===== src/rtl/mem_access.sv =====
// PSRV32 memory stage: one req/ack data-memory transaction per load/store, ALU results pass through.
// Optional bus timeout abort is built when MEM_ACCESS_TIMEOUT_EN is defined.
module mem_access #(
  parameter int unsigned XLEN = 32
`ifdef MEM_ACCESS_TIMEOUT_EN
  , parameter int unsigned MAX_WAIT = 15
`endif
) (
  input  logic            clk_i,
  input  logic            reset_i,
  input  logic            valid_i,
  output logic            ready_o,
  input  logic [XLEN-1:0] alu_result_i,
  input  logic [XLEN-1:0] read_data2_i,
  input  logic [4:0]      write_reg_i,
  input  logic            regwrite_i,
  input  logic            memread_i,
  input  logic            memwrite_i,
  input  logic [2:0]      funct3_i,
  output logic            dmem_req_o,
  output logic            dmem_we_o,
  output logic [XLEN-1:0] dmem_addr_o,
  output logic [3:0]      dmem_be_o,
  output logic [XLEN-1:0] dmem_wdata_o,
  input  logic            dmem_ack_i,
  input  logic [XLEN-1:0] dmem_rdata_i,
  output logic            valid_o,
  output logic [XLEN-1:0] wb_data_o,
  output logic [4:0]      write_reg_o,
  output logic            regwrite_o,
  output logic            misalign_o,
  output logic            fault_o
);

  typedef enum logic {IDLE, BUSY} state_e;

  state_e            state_q, state_d;
  logic              req_q, req_d, we_q, we_d;
  logic [XLEN-1:0]   addr_q, addr_d, wdata_q, wdata_d;
  logic [3:0]        be_q, be_d;
  logic [2:0]        f3_q, f3_d;
  logic [1:0]        lane_q, lane_d;
  logic [4:0]        rd_q, rd_d, write_reg_q, write_reg_d;
  logic              rw_q, rw_d;
  logic              valid_q, valid_d, regwrite_q, regwrite_d;
  logic              misalign_q, misalign_d, fault_q, fault_d;
  logic [XLEN-1:0]   wb_data_q, wb_data_d;
`ifdef MEM_ACCESS_TIMEOUT_EN
  localparam int unsigned CW = $clog2(MAX_WAIT + 1);
  logic [CW-1:0]     cnt_q, cnt_d;
`endif

  logic              is_mem, illegal, misal, bad_load_f3, bad_store_f3;
  logic [3:0]        be_c;
  logic [XLEN-1:0]   wdata_c, lane_data, load_ext;

  // Request decode: legality, alignment, byte lanes and replicated store data
  always_comb begin
    is_mem       = memread_i | memwrite_i;
    bad_load_f3  = (funct3_i == 3'b011) | (funct3_i == 3'b110) | (funct3_i == 3'b111);
    bad_store_f3 = funct3_i[2] | (funct3_i[1:0] == 2'b11);
    illegal      = (memread_i & memwrite_i) | (memread_i & bad_load_f3) |
                   (memwrite_i & bad_store_f3);
    misal        = ((funct3_i[1:0] == 2'b01) & alu_result_i[0]) |
                   ((funct3_i[1:0] == 2'b10) & (|alu_result_i[1:0]));
    case (funct3_i[1:0])
      2'b00: begin
        be_c    = 4'(4'b0001 << alu_result_i[1:0]);
        wdata_c = XLEN'({4{read_data2_i[7:0]}});
      end
      2'b01: begin
        be_c    = 4'(4'b0011 << alu_result_i[1:0]);
        wdata_c = XLEN'({2{read_data2_i[15:0]}});
      end
      default: begin
        be_c    = 4'b1111;
        wdata_c = read_data2_i;
      end
    endcase
  end

  // Load lane select and sign/zero extension
  assign lane_data = dmem_rdata_i >> {lane_q, 3'b000};
  always_comb begin
    case (f3_q)
      3'b000:  load_ext = {{(XLEN-8){lane_data[7]}}, lane_data[7:0]};
      3'b001:  load_ext = {{(XLEN-16){lane_data[15]}}, lane_data[15:0]};
      3'b100:  load_ext = {{(XLEN-8){1'b0}}, lane_data[7:0]};
      3'b101:  load_ext = {{(XLEN-16){1'b0}}, lane_data[15:0]};
      default: load_ext = dmem_rdata_i;
    endcase
  end

  always_comb begin
    state_d     = state_q;
    req_d       = req_q;
    we_d        = we_q;
    addr_d      = addr_q;
    be_d        = be_q;
    wdata_d     = wdata_q;
    f3_d        = f3_q;
    lane_d      = lane_q;
    rd_d        = rd_q;
    rw_d        = rw_q;
    wb_data_d   = wb_data_q;
    write_reg_d = write_reg_q;
    valid_d     = 1'b0;
    regwrite_d  = 1'b0;
    misalign_d  = 1'b0;
    fault_d     = 1'b0;
`ifdef MEM_ACCESS_TIMEOUT_EN
    cnt_d       = cnt_q;
`endif
    case (state_q)
      IDLE: begin
        if (valid_i) begin
          write_reg_d = write_reg_i;
          if (!is_mem) begin
            valid_d    = 1'b1;
            wb_data_d  = alu_result_i;
            regwrite_d = regwrite_i;
          end else if (illegal) begin
            valid_d   = 1'b1;
            fault_d   = 1'b1;
            wb_data_d = '0;
          end else if (misal) begin
            valid_d    = 1'b1;
            misalign_d = 1'b1;
            wb_data_d  = '0;
          end else begin
            state_d = BUSY;
            req_d   = 1'b1;
            we_d    = memwrite_i;
            addr_d  = {alu_result_i[XLEN-1:2], 2'b00};
            be_d    = be_c;
            wdata_d = wdata_c;
            f3_d    = funct3_i;
            lane_d  = alu_result_i[1:0];
            rd_d    = write_reg_i;
            rw_d    = regwrite_i;
`ifdef MEM_ACCESS_TIMEOUT_EN
            cnt_d   = '0;
`endif
          end
        end
      end
      BUSY: begin
        if (dmem_ack_i) begin
          state_d     = IDLE;
          req_d       = 1'b0;
          we_d        = 1'b0;
          valid_d     = 1'b1;
          write_reg_d = rd_q;
          wb_data_d   = we_q ? '0 : load_ext;
          regwrite_d  = we_q ? 1'b0 : rw_q;
        end
`ifdef MEM_ACCESS_TIMEOUT_EN
        else if (cnt_q == CW'(MAX_WAIT - 1)) begin
          state_d     = IDLE;
          req_d       = 1'b0;
          we_d        = 1'b0;
          valid_d     = 1'b1;
          fault_d     = 1'b1;
          write_reg_d = rd_q;
          wb_data_d   = '0;
        end else begin
          cnt_d = cnt_q + CW'(1);
        end
`endif
      end
      default: state_d = IDLE;
    endcase
  end

  always_ff @(posedge clk_i or negedge reset_i) begin
    if (!reset_i) begin
      state_q     <= IDLE;
      req_q       <= 1'b0;
      we_q        <= 1'b0;
      addr_q      <= '0;
      be_q        <= '0;
      wdata_q     <= '0;
      f3_q        <= '0;
      lane_q      <= '0;
      rd_q        <= '0;
      rw_q        <= 1'b0;
      valid_q     <= 1'b0;
      wb_data_q   <= '0;
      write_reg_q <= '0;
      regwrite_q  <= 1'b0;
      misalign_q  <= 1'b0;
      fault_q     <= 1'b0;
`ifdef MEM_ACCESS_TIMEOUT_EN
      cnt_q       <= '0;
`endif
    end else begin
      state_q     <= state_d;
      req_q       <= req_d;
      we_q        <= we_d;
      addr_q      <= addr_d;
      be_q        <= be_d;
      wdata_q     <= wdata_d;
      f3_q        <= f3_d;
      lane_q      <= lane_d;
      rd_q        <= rd_d;
      rw_q        <= rw_d;
      valid_q     <= valid_d;
      wb_data_q   <= wb_data_d;
      write_reg_q <= write_reg_d;
      regwrite_q  <= regwrite_d;
      misalign_q  <= misalign_d;
      fault_q     <= fault_d;
`ifdef MEM_ACCESS_TIMEOUT_EN
      cnt_q       <= cnt_d;
`endif
    end
  end

  // ready is held low while reset is asserted so it rises with deassertion
  assign ready_o      = reset_i & (state_q == IDLE);
  assign dmem_req_o   = req_q;
  assign dmem_we_o    = we_q;
  assign dmem_addr_o  = addr_q;
  assign dmem_be_o    = be_q;
  assign dmem_wdata_o = wdata_q;
  assign valid_o      = valid_q;
  assign wb_data_o    = wb_data_q;
  assign write_reg_o  = write_reg_q;
  assign regwrite_o   = regwrite_q;
  assign misalign_o   = misalign_q;
  assign fault_o      = fault_q;

endmodule


===== config.mk =====
export PLATFORM = sky130hd
export DESIGN_NAME = mem_access
export DESIGN_NICKNAME = d
export VERILOG_FILES = /design/src/rtl/mem_access.sv
export SDC_FILE = /design/constraint.sdc
export NUM_CORES = 1
export LEC_CHECK = 0
export ABC_AREA = 1
export CAP_MARGIN = 15
export CORE_MARGIN = 4
export CORE_UTILIZATION = 40
export CTS_CLUSTER_SIZE = 10
export DETAILED_ROUTE_END_ITERATION = 8
export PLACE_DENSITY_LB_ADDON = 0.2
export SLEW_MARGIN = 20
export SYNTH_ARGS = -nofsm -noshare
export SYNTH_HDL_FRONTEND = slang
export SYNTH_SLANG_ARGS = --single-unit

===== constraint.sdc =====
create_clock -name clk_i -period 3.5 [get_ports clk_i]
set_input_delay 0.7 -clock clk_i [delete_from_list [all_inputs] [get_ports clk_i]]
set_output_delay 0.7 -clock clk_i [all_outputs]
set_load 0.05 [all_outputs]

==> results.cfg <==
[floorplan]
io-pin-count = 223
fp-row-count = 45
fp.dieH_microns = 133.3
die-area_sq_mm = 0.01778
die_w_microns = 133.3
core-area_sq_mm = 0.01531
initial_core_util_pct = 41.03

[route]
drt-initial-drc-count = 498
dr.pass1.iters = 5
antenna_left = 0
detail_route.wl_per_cell_microns = 15.51
drc = 0
vias_per_cell = 4.815
via_count = 6230
routed_wl_mm = 20.07

[placed_design]
place_inst = 1262
portBuffers = 220
placed_area_sq_mm = 0.008521
place.gp.congestion = 0.9055
dpl.hpwl_mm = 14.50

[critical_path]
r2r.worst_path.cells = 8
start_kind = register
crit_arrival_ns = 1.91
crit_type = register to output port
required_ns = 2.80
path_buf_inv = 1
worst_setup_path_endpoint = ready_o
rr_endpoint = wb_data_o[19]
r2r_setup_slack_ns = 1.24
crit-reg2reg-launch = f3_q[1]
critPathTopFamily = buffers and inverters
critPathSlowestCell = clkdlybuf4s50_1
worst_setup_path_end_kind = output port
crit_fanout = 10
slowest_delay_ns = 0.83
startpoint = state_q
crit_chain = nor2_1 > clkdlybuf4s50_1
critical_path_cell_count = 2

[finish]
num-fill-cells = 1435
antennaDiodeCount = 0
final_common_cell = nand2_1
design_area_sq_mm = 0.009180
final_cells = 1294
drive_gt1_share_pct = 5.817
layout_common_cells = nand2_1, clkdlybuf4s50_1, dfrtp_1, nand3_1, nor2_1
layout.nets = 1182
final_core_util_pct = 59.94
syn_to_final_growth_pct = 46.10

[global_routing]
grtUsageTotal_pct = 23.01
grt_antenna_before_repair = 0
grt_pass1_vias = 6139
globalRoute.totalOverflow = 0
grt_max_degree = 81
grt_pass1_wl_mm = 32.33

[timing]
fmaxAchievable_mhz = 383.1
worst_pin_slew_ns = 0.6547
finalClockSkew_ns = 0.007365
max_slew_margin_pct = 56.25
slew_viol_final = 0
fin_setup_tns_ns = 0
period_share_pct = 74.59
timing.final.crit_period_ns = 2.611
hold_viol = 0
setup_violations = 0
rsz0062_at_grt = no

[clocking]
cts_sinks = 121
cts_setup_buffers = 0
numCtsBuffers = 17
clkLatencyLatePin_ns = 0.42
cts_max_level = 4
clk_pin_slew_ns = 0.05
cts_tree = yes
cts_hold_repair.buffers = 0
clockBufferDepth = 2
root_buffer = clkbuf_16
ctsResizeCount = 0

[logic_synthesis]
synth_cell_types = 27
syn_inst = 869
yosys_warnings = 0
yosysSeqAreaShare_pct = 48.19
ys_ff_latch = 121
synth_top_area_share_pct = 48.19
avgSynthCellArea_sq_um = 7.231
synth_area_leaders = dfrtp_1, nand2_1, nand3_1
syn_area_sq_mm = 0.006284
synth.largest_area_cell = dfrtp_1

[power]
peakVddDrop_uv = 360.4
p_leak_nw = 4.598
powerDensity_mw_per_mm2 = 756.7

[hold_path]
holdCritPathClass = input pin to async pin

[flow_run]
cap_violations = 0

[status]
outcome = finished, final reports clean
==> stage by stage <==
stage          setup slack [ns]  hold slack [ns]  power (W)
3_3_place_gp             0.5854           0.4622   0.005064
2_1_floorplan             1.434           0.4044   0.004016
4_1_cts                  0.8589           0.4796   0.007005
3_5_place_dp             0.5125           0.4647   0.005078
5_1_grt                  0.7698           0.3687   0.007302
6_report                 0.8894           0.3274   0.006947
==> report_power, final <==
group	internal [W]	switching, W	leakage [nW]	total [W]
registers	0.00177	0.000254	1.54	0.00202
logic	0.000986	0.00204	2.75	0.00303
clock network	0.00128	0.000618	0.312	0.00190
==> final cells by class <==
class                   count  area, sq um  share of cell area, %
clock inverters             7        137.6                  1.499
well taps                 211        264.0                  2.876
repair buffers            233         2326                  25.34
inverters                  42        157.7                  1.717
multi-input cells         656         2765                  30.12
flip-flops and latches    121         3028                  32.98
clock buffers              24        501.7                  5.465
==> state kept, by name (all words and copies together), names as in the netlist <==
signal and flops:
misalign_o 1, dmem_be_o 4, dmem_wdata_o 32, dmem_we_o 1
fault_o 1, write_reg_o 5, rw_q 1, dmem_req_o 1
regwrite_o 1, f3_q 3, rd_q 5, state_q 1
dmem_addr_o 30, wb_data_o 32, valid_o 1, lane_q 2
==> synth_stat cells, drive strengths merged <==
library cell	instances
o21a	1
o21ai	50
a22o	4
inv	42
or2	1
buf	42
o32ai	1
nand3	55
nand2	450
nor2	46
conb	1
clkbuf	9
dfrtp	121
o211ai	1
a21oi	40
a31oi	5
==> worst reg2reg max path: cells and delay by family, from the launching register on <==
kind                   cells  cell delay (ns)
AND/OR/NAND/NOR            6             0.66
AO/OA/AOI/OAI              1             0.29
flip-flops                 1             0.60
buffers and inverters      1             0.60
==> worst min path at each step <==
stage               startpoint               to  slack [ns]  cells past startpoint
2_1_floorplan          reset_i  dmem_addr_o[10]        0.40                      0
3_3_place_gp   dmem_addr_o[14]  dmem_addr_o[14]        0.46                      2
3_5_place_dp   dmem_addr_o[10]  dmem_addr_o[10]        0.46                      2
4_1_cts        dmem_addr_o[10]  dmem_addr_o[10]        0.48                      2
5_1_grt                reset_i   dmem_addr_o[4]        0.37                      2
6_report               reset_i   dmem_addr_o[4]        0.33                      2
==> kinds of logic after synthesis <==
| logic type | Yosys count | share of synthesized area, % |
|---|---|---|
| other cells | 1 | 0.05968 |
| compound gates | 102 | 8.602 |
| flops | 121 | 48.19 |
| simple gates | 552 | 35.17 |
| buf+inv | 93 | 7.985 |
==> per-layer routing <==
metal	GRT usage (%)	up-vias	routed length [microns]
li1	-	3115	-
met2	35.64	232	9195
met3	7.628	34	1794
met5	0	-	0
met4	8.457	0	491
met1	30.21	2849	8593
Power figures use the tool's default switching activity.
